`config.mk`:
```
export PLATFORM = sky130hd
export DESIGN_NAME = fetch_stage
export DESIGN_NICKNAME = d
export VERILOG_FILES = /design/src/rtl/fetch_stage.sv
export SDC_FILE = /design/constraint.sdc
export NUM_CORES = 1
export LEC_CHECK = 0
export ABC_AREA = 1
export ABC_CLOCK_PERIOD_IN_PS = 5950
export CAP_MARGIN = 20
export CORE_MARGIN = 2
export CORE_UTILIZATION = 30
export CTS_BUF_LIST = sky130_fd_sc_hd__clkbuf_4
export CTS_CLUSTER_DIAMETER = 100
export DETAILED_ROUTE_END_ITERATION = 8
export GPL_TIMING_DRIVEN = 0
export PLACE_DENSITY = 0.48
export SLEW_MARGIN = 20
export SYNTH_ARGS = -nofsm -noshare
export SYNTH_HDL_FRONTEND = slang
export SYNTH_SLANG_ARGS = --single-unit
```
`constraint.sdc`:
```
create_clock -name clk -period 5.95 [get_ports clk]
set_input_delay 1.19 -clock clk [delete_from_list [all_inputs] [get_ports clk]]
set_output_delay 1.19 -clock clk [all_outputs]
set_load 0.02 [all_outputs]
```
`src/rtl/fetch_stage.sv`:
```
// Instruction fetch stage: PC, one-deep in-flight tracking for a synchronous imem,
// and a 2-entry {instr, pc} queue to decode. Optional counter under FETCH_PERF_CNT_EN.
module fetch_stage #(
  parameter int              PC_W     = 8,
  parameter int              INSTR_W  = 32,
  parameter logic [PC_W-1:0] RESET_PC = {PC_W{1'b0}}
) (
  input  logic               clk,
  input  logic               rst,
  output logic               imem_req,
  output logic [PC_W-1:0]    imem_addr,
  input  logic [INSTR_W-1:0] imem_rdata,
  input  logic               redirect_valid,
  input  logic [PC_W-1:0]    redirect_pc,
  output logic               id_valid,
  input  logic               id_ready,
  output logic [INSTR_W-1:0] id_instr,
  output logic [PC_W-1:0]    id_pc
`ifdef FETCH_PERF_CNT_EN
  ,
  output logic [31:0]        perf_fetched
`endif
);

  localparam logic [PC_W-1:0] PC_ONE = {{(PC_W-1){1'b0}}, 1'b1};

  logic [PC_W-1:0]    pc_r;
  logic [PC_W-1:0]    infl_pc_r;
  logic               inflight_r;
  logic [1:0]         count_r;
  logic [INSTR_W-1:0] instr0_r;
  logic [INSTR_W-1:0] instr1_r;
  logic [PC_W-1:0]    pc0_r;
  logic [PC_W-1:0]    pc1_r;

  logic               pop_s;
  logic               push_s;
  logic               req_s;
  logic [2:0]         occ_s;

  // Handshake and request decision; occupancy counts queued plus in-flight entries.
  always_comb begin
    pop_s  = (count_r != 2'd0) && id_ready;
    push_s = inflight_r && !redirect_valid;
    occ_s  = {1'b0, count_r} + {2'b00, inflight_r} - {2'b00, pop_s};
    req_s  = !rst && !redirect_valid && (occ_s < 3'd2);
  end

  assign imem_req  = req_s;
  assign imem_addr = pc_r;
  assign id_valid  = (count_r != 2'd0);
  assign id_instr  = instr0_r;
  assign id_pc     = pc0_r;

  // Program counter and in-flight request tracking.
  always_ff @(posedge clk or posedge rst) begin
    if (rst) begin
      pc_r       <= RESET_PC;
      infl_pc_r  <= {PC_W{1'b0}};
      inflight_r <= 1'b0;
    end else if (redirect_valid) begin
      pc_r       <= redirect_pc;
      inflight_r <= 1'b0;
    end else begin
      inflight_r <= req_s;
      if (req_s) begin
        pc_r      <= pc_r + PC_ONE;
        infl_pc_r <= pc_r;
      end else begin
        pc_r      <= pc_r;
        infl_pc_r <= infl_pc_r;
      end
    end
  end

  // Two-entry shift queue; slot 0 is always the head so outputs come straight from flops.
  always_ff @(posedge clk or posedge rst) begin
    if (rst) begin
      count_r  <= 2'd0;
      instr0_r <= {INSTR_W{1'b0}};
      instr1_r <= {INSTR_W{1'b0}};
      pc0_r    <= {PC_W{1'b0}};
      pc1_r    <= {PC_W{1'b0}};
    end else if (redirect_valid) begin
      count_r <= 2'd0;
    end else begin
      case ({push_s, pop_s})
        2'b10: begin
          count_r <= count_r + 2'd1;
          if (count_r == 2'd0) begin
            instr0_r <= imem_rdata;
            pc0_r    <= infl_pc_r;
          end else begin
            instr1_r <= imem_rdata;
            pc1_r    <= infl_pc_r;
          end
        end
        2'b01: begin
          count_r  <= count_r - 2'd1;
          instr0_r <= instr1_r;
          pc0_r    <= pc1_r;
        end
        2'b11: begin
          if (count_r == 2'd1) begin
            instr0_r <= imem_rdata;
            pc0_r    <= infl_pc_r;
          end else begin
            instr0_r <= instr1_r;
            pc0_r    <= pc1_r;
            instr1_r <= imem_rdata;
            pc1_r    <= infl_pc_r;
          end
        end
        default: begin
          count_r <= count_r;
        end
      endcase
    end
  end

`ifdef FETCH_PERF_CNT_EN
  logic [31:0] perf_cnt_r;

  // Completed decode transfers, including a pop in a redirect cycle.
  always_ff @(posedge clk or posedge rst) begin
    if (rst) begin
      perf_cnt_r <= 32'd0;
    end else if (pop_s) begin
      perf_cnt_r <= perf_cnt_r + 32'd1;
    end else begin
      perf_cnt_r <= perf_cnt_r;
    end
  end

  assign perf_fetched = perf_cnt_r;
`endif

endmodule
```
# Word level (Yosys, flattened, before mapping)
# Index checks and enable logic that the tools add are counted.
[classes] add_sub_neg=5 mul=0 div=0 n_lt_le_gt_ge=1 eq_ne=7 n_shift=0 muxes=17 n_bitwise=1 reduce_logical=15
[ops] operator="$mux 32" n=4
[ops] operator="$pmux 32 s3" n=1
[ops] operator="$pmux 32 s2" n=1
[ops] operator="$mux 8" n=6
[ops] operator="$pmux 8 s3" n=1
[ops] operator="$pmux 8 s2" n=1
[ops] operator="$add 8x1->8 const B" n=1
[ops] operator="$ne 2x2->1 const B" n=3
[ops] operator="$reduce_bool 2->1" n=3
[ops] operator="$reduce_bool 3->1" n=2
[ops] operator="$eq 2x1->1 const B" n=2
[ops] operator="$eq 2x2->1 const B" n=2
[ops] operator="$logic_and 1x1->1" n=4
[ops] operator="$pmux 2 s2" n=1
[ops] operator="$reduce_and 4->1" n=1
[ops] operator="$add 2x1->3" n=1
[ops] operator="$lt 3x2->1 const B" n=1
[ops] operator="$reduce_and 3->1" n=1
[ops] operator="$sub 3x1->3" n=1
[ops] operator="$add 2x1->2 const B" n=1
[ops] operator="$logic_not 1->1" n=2
[ops] operator="$logic_not 2->1" n=1
[ops] operator="$mux 2" n=1
[ops] operator="$reduce_and 2->1" n=1
[ops] operator="other kinds (3)" n=3
[totals] ff_bits=99 latch_bits=0 mem_bits_rw=0 romBits=0 input_bits=44 mem_count=0

# Logic depth before layout (Yosys ltp)
[logic_depth] ltp_word=7 depth_mapped=16

# Worst setup path before layout
# No wires, ideal clock.
[synth_path] path_type="input to output" start="input rst" end="output imem_req" t_arrival_ns=4.010 required_ns=4.760 slack_ns=0.750 path_stages=3 n_path_buf=0 path_cell_list="inv_1 nand3_1 nor2_1"
[synth_between] elab_chain_cells=3
[synth_lines] item="from (decl)" line_no="9" source="input logic rst,"
[synth_lines] item="$logic_not 1->1 (no line)"
[synth_lines] item="$logic_and 1x1->1 (2 in series)" line_no="46" source="req_s = !rst && !redirect_valid && (occ_s < 3'd2);"
[synth_lines] item="to (decl)" line_no="10" source="output logic imem_req,"
# No other way between the ends.

# Final worst setup path
[layout_path] start="input id_ready" end="output imem_req"
[layout_between] elab_chain_cells=4
[layout_lines] item="from (decl)" line_no="16" source="input logic id_ready,"
[layout_lines] item="$logic_and 1x1->1" line_no="43" source="pop_s = (count_r != 2'd0) && id_ready;"
[layout_lines] item="$sub 3x1->3" line_no="45" source="occ_s = {1'b0, count_r} + {2'b00, inflight_r} - {2'b00, pop_s};"
[layout_lines] item="$lt 3x2->1" line_no="46"
[layout_lines] item="$logic_and 1x1->1" line_no="46"
# No other way between the ends.

==> impl_results.md <==
- Outcome: completed
- H-Tree Level Count: 3
- Crit path buf inv count: 4
- Num Clock Sinks: 99
- Yosys cell types: 23
- Max VDD drop: 109.2 uV
- Final hold slack: 0.4944 ns
- Dpl hpwl: 8.486 mm
- Max stage delay cell, worst path: clkdlybuf4s50_1
- Largest net degree at the start of global routing: 77
- CP peak stage delay: 0.62 ns
- Reg2reg start: count_r[1]
- Most frequent cells in the layout: 210 x nand2_1, 99 x dfrtp_1, 93 x clkdlybuf4s50_1
- Syn nets: 626
- Die Span X: 129.4 um
- Synthesis-to-layout area growth: 28.39%
- HP Start: instr1_r[2]
- Setup Skew: 0.01620 ns
- Routed length per instance: 13.49 um
- Row count: 45
- Post-Place Cells: 882
- Post-CTS setup buffer count: 0
- WL final: 12.14 mm
- Mean Syn Cell Area: 8.179 um^2
- Post-layout min period: 5.339 ns
- Worst-margin pin slew: 0.4186 ns
- GRT overflow: 0
- CP Data Required Time: 4.76 ns
- RD Place Congestion: 0.8002
- Crit end category: output pin
- Critical path launch point: id_ready
- Crit share post-route: 89.72%
- Post-DRT Antenna Nets: 0
- Final TNS setup: 0 ns
- TritonCTS Buffers: 9
- Min-Delay Path Class: reg -> reg
- Syn Inst Count: 577
- Pre-antenna DRT Iters: 5
- Startpoint Class: input pin
- Synthesized flop and latch total: 99
- Vias per cell: 4.513
- All-Layer GR Usage: 15.37%
- Non-filler cells, final: 900
- LEAKAGE: 3.004 nW
- Synth Cell Area: 4720 um^2
- Finished Core Util: 39.57%
- Most numerous cell on the critical path: clkdlybuf4s50_1
- Final setup viols: 0
- Starting Density: 30.82%
- Fill cell count: 1639
- Sequential area share after synthesis: 52.49%
- Die footprint: 16750 um^2
- NumNets Final: 731
- CP arrival: 4.15 ns
- Delay-heaviest family, CP: buffers and inverters
- CTS tree: done
- Most common cell after layout, fill and taps aside: nand2_1
- RSZ-0062 raised after global routing: no
- First-pass GRT wire length: 20.33 mm
- CTS max path bufs: 2
- Max cap viols: 0
- Chip height: 129.4 um
- IO buf count: 93
- Hold-fix buffers at CTS: 0
- Cell Pwr Density: 439.0 nW/um^2
- CTS Root Cell: clkbuf_4
- CP max FO: 10
- Routed via count: 4062
- WS Path Type: in -> out
- Clock latency on the worst-skew pair: 0.46 ns
- Resize count post-CTS: 0
- Final slew viol count: 0
- Initial antenna violation count: 2
- Number of global-route vias before repair: 4104
- Core Region: 15310 um^2
- Clock Pin Slew Worst Setup and Hold Paths: 0.14 ns
- F_max: 187.3 MHz
- Flop2flop setup slack: 2.73 ns
- Initial DRC Count: 302
- Number of remaining DRC errors: 0
- Final Hold Viols: 0
- Max-slew headroom at the worst pin: 72.09%
- Top Ports: 94
- Synth warn: 0
- Worst-path cell chain: clkdlybuf4s50_1, nand2_1, inv_2, buf_2, ha_1, or2_2, fa_1, nand3_1, nor2_1, clkdlybuf4s50_1
- Share of layout cells above drive strength 1: 8.297%
through the flow:
step                area, um^2  power, W  worst slack, ns
floorplan                 4720  0.001861           0.7498
global placement          5914  0.002350           -1.223
detailed placement        5947  0.002372           0.6241
CTS                       6055  0.002702           0.6066
global route              6060  0.002908           0.4483
finish                    6060  0.002660           0.6114
Yosys cell counts (all sizes together):
library cell  count  area, um^2
nand2           213       807.0
dfrtp            99        2477
nand3            66       335.3
inv              57       214.0
o21ai            51       255.3
nand3b           40       300.3
buf              29       166.4
nor2              8       42.54
clkbuf            4       15.01
ha                4       50.05
a21boi            2       15.01
fa                1       20.02
nand4             1       6.260
or2               1       6.260
xor2              1       8.760
layout make-up:
class                           instances  area [um^2]  area share (%)
Sequential cell                        99         2477           40.88
Multi-Input combinational cell        388         1847           30.48
Timing Repair Buffer                   94        958.4           15.82
Tap cell                              211        264.0           4.357
Inverter                               57        219.0           3.613
Buffer                                 33        181.4           2.994
Clock buffer                           12        90.09           1.487
Clock inverter                          4        17.52          0.2891
Antenna cell                            2        5.005         0.08259
flip-flops by register name (all words and copies together), names as in the netlist:
signal and flops:
count_r 2, inflight_r 1, id_instr 32, imem_addr 8, infl_pc_r 8, id_pc 8
instr1_r 32, pc1_r 8
power by group:
group / internal (W) / leakage (nW) / switching [W] / total [W]
Sequential: 0.000955 / 1.26 / 0.000158 / 0.00111
Clock: 0.0000967 / 0.0662 / 0.000219 / 0.000315
Combinational: 0.000555 / 1.68 / 0.000677 / 0.00123
Total: 0.00161 / 3.00 / 0.00105 / 0.00266
routing by layer:
metal  wire length [um]  vias up  track usage [%]
li1                   -     2039                -
met1               5869     1925            21.27
met2               5585       90            24.30
met3                543        8            3.179
met4                144        0            4.870
met5                  0        -                0
kinds of logic (layout without fill, tap and decap cells):
family	after synthesis	count (layout)	share of synthesized area, %
other	0	2	0
adder cells (fa/ha/maj)	5	5	1.485
AND/OR/NAND/NOR	329	329	31.73
buffers and inverters	90	200	8.377
AO/OA/AOI/OAI	53	53	5.726
XOR/XNOR	1	1	0.1856
flip-flops	99	99	52.49
worst min-delay path, cell delays in order (launching register included):
cell and delay (ns):
dfrtp_1 0.36, nand2_1 0.05, o21ai_0 0.06
worst paths after layout:
check                               end  cells past startpoint
max in group asynchronous   instr1_r[5]                      3
hold reg to reg             instr1_r[2]                      2
min in group asynchronous  id_instr[18]                      2
setup / recovery               imem_req                     10
hold / removal              instr1_r[2]                      2
setup reg to reg           infl_pc_r[1]                     14
(Power assumes the default switching activity.)
